==> config.mk <==
export PLATFORM = sky130hd
export DESIGN_NAME = mac_rx
export DESIGN_NICKNAME = d
export VERILOG_FILES = /design/src/rtl/mac_rx.sv
export SDC_FILE = /design/constraint.sdc
export NUM_CORES = 1
export LEC_CHECK = 0
export CELL_PAD_IN_SITES_DETAIL_PLACEMENT = 0
export CELL_PAD_IN_SITES_GLOBAL_PLACEMENT = 1
export CORE_UTILIZATION = 30
export DETAILED_ROUTE_END_ITERATION = 10
export HOLD_SLACK_MARGIN = 0.1
export PLACE_DENSITY_LB_ADDON = 0.2
export SLEW_MARGIN = 40
export SYNTH_ARGS = -nofsm -noshare
export SYNTH_HDL_FRONTEND = slang
export SYNTH_SLANG_ARGS = --single-unit
==> constraint.sdc <==
create_clock -name clk_i -period 5.5 [get_ports clk_i]
set_input_delay 0.55 -clock clk_i [delete_from_list [all_inputs] [get_ports clk_i]]
set_output_delay 0.55 -clock clk_i [all_outputs]
set_load 0.05 [all_outputs]
==> src/rtl/mac_rx.sv <==
// mac_rx: receive-side MAC for the 10BASE-T core.
// Hunts preamble/SFD in the recovered bit stream and packs frame bits LSB-first
// into 32-bit words written from word 1. It checks the CRC-32 FCS, writes a
// length/status header to word 0 and raises rxfull until software acknowledges.
//
// Optional feature: define RX_ADDR_FILTER_EN to add parameter MAC_ADDR and drop
// frames whose destination is neither MAC_ADDR, broadcast nor a group address.
// With the macro undefined the receiver is promiscuous.
//
// Handshakes: rx_bit_stb qualifies rxd for exactly one cycle (no back-pressure,
// every strobe is consumed); rx_ack is a one-cycle pulse honoured only in FULL;
// buf_we is a one-cycle write with buf_adr/buf_dat valid in the same cycle.
// The FSM state is held in 'state' (type state_t) for checkers to bind to.

module mac_rx #(
  parameter int BUF_WORDS = 512,
  parameter int ADR_W     = 9,
  parameter int PRE_MIN   = 16,
  parameter int MIN_BYTES = 64
`ifdef RX_ADDR_FILTER_EN
  ,
  parameter logic [47:0] MAC_ADDR = 48'h01_00_00_00_00_02
`endif
) (
  input  logic             clk_i,
  input  logic             rst_ni,
  input  logic             rx_dv,
  input  logic             rx_bit_stb,
  input  logic             rxd,
  input  logic             rx_ack,
  output logic             buf_we,
  output logic [ADR_W-1:0] buf_adr,
  output logic [31:0]      buf_dat,
  output logic             rxfull,
  output logic             rx_busy
);

  // Bit counter is wide enough that the saturating byte count never wraps.
  localparam int BC_W = 20;
  localparam logic [15:0]     BUF_LIM = 16'(BUF_WORDS);
  localparam logic [7:0]      PRE_LIM = 8'(PRE_MIN);
  localparam logic [BC_W-4:0] MIN_B   = (BC_W-3)'(MIN_BYTES);
  localparam logic [31:0]     CRC_RESIDUE = 32'hC704DD7B;
  localparam logic [31:0]     CRC_POLY    = 32'h04C11DB7;

  typedef enum logic [2:0] {
    S_IDLE,
    S_PRE,
    S_DATA,
    S_FLUSH,
    S_HDR,
    S_FULL,
    S_DROP
  } state_t;

  state_t state;

  logic            dv_q;
  logic [7:0]      pre_cnt;
  logic            prev_bit;
  logic            have_prev;
  logic [31:0]     crc;
  logic [BC_W-1:0] bitcnt;
  logic [31:0]     word_q;
  logic            ovf;
  logic            rxfull_pend;

  logic [31:0]     crc_next;
  logic [15:0]     wr_adr;
  logic            adr_ok;
  logic [31:0]     word_full;
  logic [BC_W-4:0] byte_cnt;
  logic [13:0]     bytes_sat;
  logic [31:0]     hdr_word;
  logic [BC_W-1:0] bitcnt_inc;
  logic [7:0]      pre_cnt_inc;

`ifdef RX_ADDR_FILTER_EN
  logic [47:0] dst_q;
  logic [47:0] dst_full;
  logic        dst_hit;
`endif

  // Datapath helpers derived from the current registers and incoming bit.
  always_comb begin
    crc_next    = {crc[30:0], 1'b0} ^ ({32{crc[31] ^ rxd}} & CRC_POLY);
    // Word address of the word currently being filled (word 0 is the header).
    wr_adr      = {1'b0, bitcnt[BC_W-1:5]} + 16'd1;
    adr_ok      = (wr_adr < BUF_LIM);
    word_full   = {rxd, word_q[30:0]};
    byte_cnt    = bitcnt[BC_W-1:3];
    bytes_sat   = (byte_cnt > (BC_W-3)'(14'h3FFF)) ? 14'h3FFF : byte_cnt[13:0];
    hdr_word    = {(crc == CRC_RESIDUE), (bitcnt[2:0] != 3'd0), ovf,
                   (byte_cnt < MIN_B), 14'd0, bytes_sat};
    bitcnt_inc  = (&bitcnt) ? bitcnt : bitcnt + 1'b1;
    pre_cnt_inc = (&pre_cnt) ? pre_cnt : pre_cnt + 8'd1;
  end

`ifdef RX_ADDR_FILTER_EN
  // Destination as it stands once bit 47 (the current bit) is consumed.
  always_comb begin
    dst_full = {rxd, dst_q[46:0]};
    dst_hit  = (dst_full == MAC_ADDR) || (&dst_full) || dst_full[0];
  end
`endif

  assign rx_busy = (state != S_IDLE) && (state != S_FULL);

  // Receive FSM with all buffer/interrupt outputs registered.
  always_ff @(posedge clk_i or negedge rst_ni) begin
    if (!rst_ni) begin
      state       <= S_IDLE;
      dv_q        <= 1'b0;
      pre_cnt     <= 8'd0;
      prev_bit    <= 1'b0;
      have_prev   <= 1'b0;
      crc         <= 32'hFFFFFFFF;
      bitcnt      <= '0;
      word_q      <= 32'd0;
      ovf         <= 1'b0;
      rxfull_pend <= 1'b0;
      buf_we      <= 1'b0;
      buf_adr     <= '0;
      buf_dat     <= 32'd0;
      rxfull      <= 1'b0;
`ifdef RX_ADDR_FILTER_EN
      dst_q       <= 48'd0;
`endif
    end else begin
      dv_q   <= rx_dv;
      buf_we <= 1'b0;
      case (state)
        S_IDLE: begin
          if (rx_dv) begin
            if (!dv_q) begin
              // Fresh carrier: start hunting the preamble.
              state     <= S_PRE;
              pre_cnt   <= 8'd0;
              have_prev <= 1'b0;
              ovf       <= 1'b0;
              crc       <= 32'hFFFFFFFF;
            end else begin
              // Carrier already up: we joined mid-frame.
              state <= S_DROP;
            end
          end
        end

        S_PRE: begin
          if (!rx_dv) begin
            state <= S_IDLE;
          end else if (rx_bit_stb) begin
            if (!have_prev) begin
              have_prev <= 1'b1;
              prev_bit  <= rxd;
              pre_cnt   <= 8'd1;
            end else if (rxd != prev_bit) begin
              prev_bit <= rxd;
              pre_cnt  <= pre_cnt_inc;
            end else if (rxd && prev_bit && (pre_cnt >= PRE_LIM)) begin
              // Closing "11" of the SFD after a long enough preamble.
              state  <= S_DATA;
              bitcnt <= '0;
              word_q <= 32'd0;
            end else begin
              state <= S_DROP;
            end
          end
        end

        S_DATA: begin
          // Carrier loss is checked together with the strobe: the last bit is
          // still consumed before flushing.
          if (!rx_dv) begin
            state <= S_FLUSH;
          end
          if (rx_bit_stb) begin
            word_q[bitcnt[4:0]] <= rxd;
            crc    <= crc_next;
            bitcnt <= bitcnt_inc;
            if (bitcnt[4:0] == 5'd31) begin
              word_q <= 32'd0;
              if (adr_ok) begin
                buf_we  <= 1'b1;
                buf_adr <= wr_adr[ADR_W-1:0];
                buf_dat <= word_full;
              end else begin
                ovf <= 1'b1;
              end
            end
`ifdef RX_ADDR_FILTER_EN
            if (bitcnt < BC_W'(48)) begin
              dst_q[bitcnt[5:0]] <= rxd;
            end
            if ((bitcnt == BC_W'(47)) && !dst_hit) begin
              state <= S_DROP;
            end
`endif
          end
        end

        S_FLUSH: begin
          // Partial last word; bits not received are already zero.
          if ((bitcnt[4:0] != 5'd0) && !ovf) begin
            if (adr_ok) begin
              buf_we  <= 1'b1;
              buf_adr <= wr_adr[ADR_W-1:0];
              buf_dat <= word_q;
            end else begin
              ovf <= 1'b1;
            end
          end
          state <= S_HDR;
        end

        S_HDR: begin
          buf_we      <= 1'b1;
          buf_adr     <= '0;
          buf_dat     <= hdr_word;
          rxfull_pend <= 1'b1;
          state       <= S_FULL;
        end

        S_FULL: begin
          if (rxfull_pend) begin
            // Interrupt follows the header write by one cycle.
            rxfull      <= 1'b1;
            rxfull_pend <= 1'b0;
          end else if (rxfull) begin
            if (rx_ack) begin
              rxfull <= 1'b0;
            end
          end else begin
            state <= rx_dv ? S_DROP : S_IDLE;
          end
        end

        S_DROP: begin
          if (!rx_dv) begin
            state <= S_IDLE;
          end
        end

        default: state <= S_IDLE;
      endcase
    end
  end

endmodule

==> metrics, run 1 <==
outcome finished, violations left; violated checks design-rule violations; end of the critical path buf_dat[31]$_DFFE_PN0P_; initial antenna violation count 0; Register Area between 3000 and 4000 um2; CTS root buffer clkbuf_16; post-layout min period between 3000 and 4000 ps; Clock Pin Slew Worst Setup and Hold Paths 60 ps; Syn Nets a little under 800; worst vdd ir 0.000175 V; critical setup path kind flip-flop to flip-flop; ys flop type dfrtp_1; fillers 2476; Reg2Reg Depth 9; worst setup path start bitcnt[0]$_DFFE_PN0P_; Logic pwr share roughly two fifths; row count 57; DP HPWL around 14000 um; WL/cell between 15 and 20 um; max-capacitance violation count 0; type of the worst min-delay path flip-flop to flip-flop; Synth Warn # 0; max-slew violation count 0; crit path DAT 3550 ps; Die ar. 25300 um2; area leader, netlist dfrtp_1; r2r setup slk 2250 ps; Sw Pwr 1990 uW; Post-Route Utilization 36.0%; commonest non-fill, non-tap cell in the layout dfrtp_1; CTS max path bufs 2; Worst Max-Slew Pin Slew around 760 ps; Initial Util 30.5%; number of synthesized flops with an enable pin 0; Core Box Area 24200 um2; number of H-tree levels 4; post-synthesis sequential area ratio between 40% and 50%; Synth-to-Final Area Change 18.1%; average via count per standard cell 5.23; commonest non-fill, non-tap cells in the layout 111 x dfrtp_1, 78 x nor2_1, 59 x a21oi_1; largest net degree at the start of global routing 54; Detailed Routing Iterations Pass 1 8; Synth top area share 37.6%; CP max FO 41; register bit total from synthesis around 140; sequential share of power 36.7%; Max-slew headroom 49.0%; Die Y 159 um; share of cells above drive strength 1 approximately 12%; Routed WL around 20000 um; DRC errors left 2; Async SR Flop Fraction 100%; dominant cells by area after synthesis dfrtp_1 38%, dfstp_2 11%, a21oi_1 4.0%; Post-Synthesis Cells around 780; Final nets 815; PortBufs 49; final setup fails 0; Final Hold Vio Count 0; CP Capture Type flip-flop; Die Width 159 um; RR Endpoint buf_dat[31]$_DFFE_PN0P_; GR Overflow Total 0; vias in the first global route slightly above 6000; Post-CTS Resized 0; setup TNS 0 ps; startpoint types flip-flop; Peak Freq ~310 MHz; Worst EP required 5810 ps; r2r startpoint bitcnt[0]$_DFFE_PN0P_; Avg Inst Size Synth 9.47 um2; Iter 0 DRT Violations 434; Clock Skew 15.2 ps; global-route wire length before repair 33400 um; io pins 50; clk sinks ~140; Multi-input gate area 3480 um2; Final ANT Viol Nets 0; via count 5941; Unique masters post-synth between 70 and 80; overall power 4650 uW; GP Congestion 0.808; RSZ-0062 raised after global routing no; Power Dens Cells 533 nW/um2; Global Route Usage Sum 16.5%; mapped cell area approximately 7400 um2; CTS tree built; Diodes inserted 0; clock latency on the worst-skew pair 430 ps; leakage power 0.00358 uW; Pint between 2000 and 3000 uW; Sw Share 42.7%; clock share of power about a quarter; CTS buffer count 17; Final period util about three fifths
## cell usage after synthesis (all sizes together), types with 19 or more instances
cell,number
o22a,24
mux2i,19
clkbuf,35
o21ai,102
dfstp,32
nand3,28
nand2,58
dfrtp,111
buf,25
a21oi,59
xnor2,24
nor2,79
## state kept, by name (all words and copies together), names as in the netlist
name	flops
buf_dat	32
crc	32
word_q	32
bitcnt	20
buf_adr	9
pre_cnt	8
state	3
buf_we	1
dv_q	1
have_prev	1
ovf	1
prev_bit	1
rxfull	1
rxfull_pend	1
## layout make-up
cell class	instances	share of cell area, %
Timing Repair Buffer	60	6.77
Tap cell	324	4.64
Inverter	14	0.601
Sequential cell	143	41.4
Clock inverter	15	1.83
Clock buffer	17	4.87
Multi-Input combinational cell	564	39.9
## repair_timing
item | in CTS | in global routing
buffers inserted | 0 | 0
hold endpoints to repair | 12 | 0
hold buffers | 1 | 0
## cells by family (layout without fill, tap and decap cells)
logic type,after synthesis,in the layout,synth area share (%)
AO/OA/AOI/OAI,226,226,18.2
XOR/XNOR,36,36,4.26
adder cells (fa/ha/maj),9,9,1.52
buffers and inverters,74,106,4.28
flip-flops,143,143,48.9
multiplexers,20,20,2.72
AND/OR/NAND/NOR,273,273,20.1
## routing by layer
layer	up-vias	part of all wire [%]	track usage (%)
li1	2830	-	-
met1	2984	47	22.3
met2	105	48	26.7
met3	22	2.9	3.10
met4	0	2.0	5.11
met5	-	0	0
## stage by stage
stage / cells / cell area (um2) / hold WS (ps) / setup slack (ps)
after floorplan: 781 / 7400 / 254 / 3250
after detailed placement: 1103 / 8130 / 498 / 1790
after global placement: 1101 / 8090 / 483 / 1850
after global routing: 1137 / 8740 / 531 / 2060
final: 1137 / 8740 / 506 / 2250
after CTS: 1136 / 8720 / 513 / 2200
## critical path, cell delays in order (launching register included)
cell      delay (ps)
dfrtp_1          410
inv_1            160
ha_1             470
or4b_1           560
a221oi_2         350
a21oi_1          100
nand4_2          100
buf_4            460
nand2_1          170
mux2_1           340
## worst min path at each step
stage                                       start                       to  slack (ps)  cells after the start
after CTS                   word_q[2]$_DFFE_PN0P_    word_q[2]$_DFFE_PN0P_         510                      2
after global routing      buf_dat[31]$_DFFE_PN0P_  buf_dat[31]$_DFFE_PN0P_         530                      1
after floorplan                            rst_ni    bitcnt[0]$_DFFE_PN0P_         250                      0
after global placement    buf_dat[31]$_DFFE_PN0P_  buf_dat[31]$_DFFE_PN0P_         480                      1
after detailed placement  buf_dat[31]$_DFFE_PN0P_  buf_dat[31]$_DFFE_PN0P_         500                      1
final                     buf_dat[31]$_DFFE_PN0P_  buf_dat[31]$_DFFE_PN0P_         510                      1
## power by group through the flow
stage / Clock, uW / Combinational, uW / Sequential (uW)
after CTS: 1190 / 1800 / 1710
final: 1160 / 1780 / 1710
after detailed placement: 0 / 1790 / 1730
after floorplan: 0 / 1100 / 1850
after global placement: 0 / 1760 / 1720
after global routing: 1240 / 1950 / 1760
Power figures use the tool's default switching activity.
==> run 2, diff against run 1 <==
==> constraint.sdc (replaced) <==
create_clock -name clk_i -period 3.1 [get_ports clk_i]
set_input_delay 0.31 -clock clk_i [delete_from_list [all_inputs] [get_ports clk_i]]
set_output_delay 0.31 -clock clk_i [all_outputs]
set_load 0.05 [all_outputs]
==> metrics, run 2 (synthesis gave the netlist of run 1 again) <==
startpoint types flip-flop; max-slew violation count 0; type of the worst min-delay path flip-flop to flip-flop; critical setup path kind flip-flop to output port; CTS root buffer clkbuf_16; GP Congestion 0.865; global-route wire length before repair 33800 um; WL/cell about 18 um; setup TNS 0 ps; Die ar. 25300 um2; Worst EP required about 2800 ps; Detailed Routing Iterations Pass 1 4; Worst Max-Slew Pin Slew 704 ps; Cells after DPL 1130; leakage power 0.00369 uW; final setup fails 0; DP HPWL around 14000 um; Final nets between 800 and 900; commonest non-fill, non-tap cells in the layout 111 x dfrtp_1, 78 x nor2_1, 59 x a21oi_1; share of cells above drive strength 1 14.5%; CTS max path bufs 2; worst vdd ir 0.000351 V; top flop regs buf_dat (32), crc (32), word_q (32); number of H-tree levels 4; Final period util 92.6%; crit path DAT 2560 ps; Initial Util 30.5%; clock latency on the worst-skew pair around 420 ps; row count 57; Synth-to-Final Area Change 20.0%; Power Dens Cells 927 nW/um2; Clock Pin Slew Worst Setup and Hold Paths 60 ps; Diodes inserted 0; GR Overflow Total 0; commonest non-fill, non-tap cell in the layout dfrtp_1; WL met1 between 9000 and 10000 um; Iter 0 DRT Violations 369; Routed WL 20400 um; overall power slightly above 8000 uW; Post-CTS Resized 0; Core Box Area between 20000 and 25000 um2; initial antenna violation count 0; vias in the first global route 6192; clk sinks 143; Max-slew headroom approximately 53%; outcome complete, no violations; kind of cell adding the most delay to the critical path buffers and inverters; RSZ-0062 raised after global routing no; Slowest-stage cell, CP clkdlybuf4s50_1; Peak Freq 348 MHz; Final ANT Viol Nets 0; DRC errors left 0; sequential share of power 35.4%; PortBufs 49; via count 6057; Die Y 159 um; Die Width approximately 160 um; sum of buffers and inverters on the critical path 2; Global Route Usage Sum 16.8%; CTS buffer count 17; hold slack 507 ps; met3 wire length roughly 750 um; average via count per standard cell about 5.2; Pint 4750 uW; io pins 50; CP max FO 19; Sw Share 42.3%; CP Capture Type output port; WL met2 9980 um; Logic pwr share between 40% and 50%; largest net degree at the start of global routing 82; Sw Pwr roughly 3500 uW; Final Hold Vio Count 0; max-capacitance violation count 0; Slowest Stage Delay on Critical Path 800 ps; non-filler cells in the finished layout ~1200; CTS tree built; Clock Skew 11.1 ps; CP cell instances inv_1 -> nor2_1 -> or3_1 -> clkdlybuf4s50_1; clock share of power 23.3%; post-layout min period roughly 2900 ps; uppermost layer routed met4
run 2: cell types whose count changed in the layout (fill, tap and decap cells not counted), sizes merged:
cell      change
inv           -3
bufinv        -1
clkinvlp      +3
clkbuf        +1
buf          +25
clkinv        +1
run 2: final timing paths:
kind,from,end,slack (ps),depth (start not counted)
setup / recovery,state[0]$_DFFE_PN0P_,rx_busy,230,4
hold / removal,word_q[9]$_DFFE_PN0P_,word_q[9]$_DFFE_PN0P_,510,2
setup reg to reg,bitcnt[5]$_DFFE_PN0P_,buf_dat[29]$_DFFE_PN0P_,460,6
hold reg to reg,word_q[9]$_DFFE_PN0P_,word_q[9]$_DFFE_PN0P_,510,2
max in group asynchronous,rst_ni,crc[20]$_DFFE_PN1P_,1790,3
min in group asynchronous,rst_ni,pre_cnt[3]$_DFFE_PN0P_,530,2
run 2: final cells by class:
| class | count | area (um2) |
|---|---|---|
| fillers | 2490 | 15400 |
| clock buffers | 17 | 425 |
| clock inverters | 15 | 121 |
| flip-flops and latches | 143 | 3620 |
| repair buffers | 86 | 787 |
| well taps | 324 | 405 |
| multi-input cells | 564 | 3470 |
| inverters | 14 | 52.6 |
run 2: metal layers:
metal	GRT usage [%]	up-vias
met4	5.07	0
met5	0	-
met2	27.8	109
met3	3.02	17
met1	22.4	3035
li1	-	2896
run 2: repair_timing:
item | CTS | global route
endpoints found under the hold margin | 63 | 0
hold buffers | 1 | 0
buffers inserted | 0 | 0
run 2: worst register-to-register path, delay by kind of cell, from the launching register on:
kind	cells	cell delay (ps)
compound gates	2	490
mux	1	380
simple gates	3	1170
flops	1	510
run 2: power by group through the flow:
stage	logic, uW	registers [uW]	clock network (uW)
2_1_floorplan	1940	3280	0
3_3_place_gp	3400	2920	0
3_5_place_dp	3430	2950	0
4_1_cts	3440	2920	1970
5_1_grt	3720	2980	2050
6_report	3400	2910	1910
run 2: metrics by stage:
step / worst slack (ps) / area, um2 / util, %
finish: 230 / 8880 / 36.6
global route: 83.7 / 8880 / 36.6
CTS: 218 / 8880 / 36.6
detailed placement: 381 / 8320 / 34.3
global placement: 436 / 8320 / 34.3
floorplan: 853 / 7400 / -
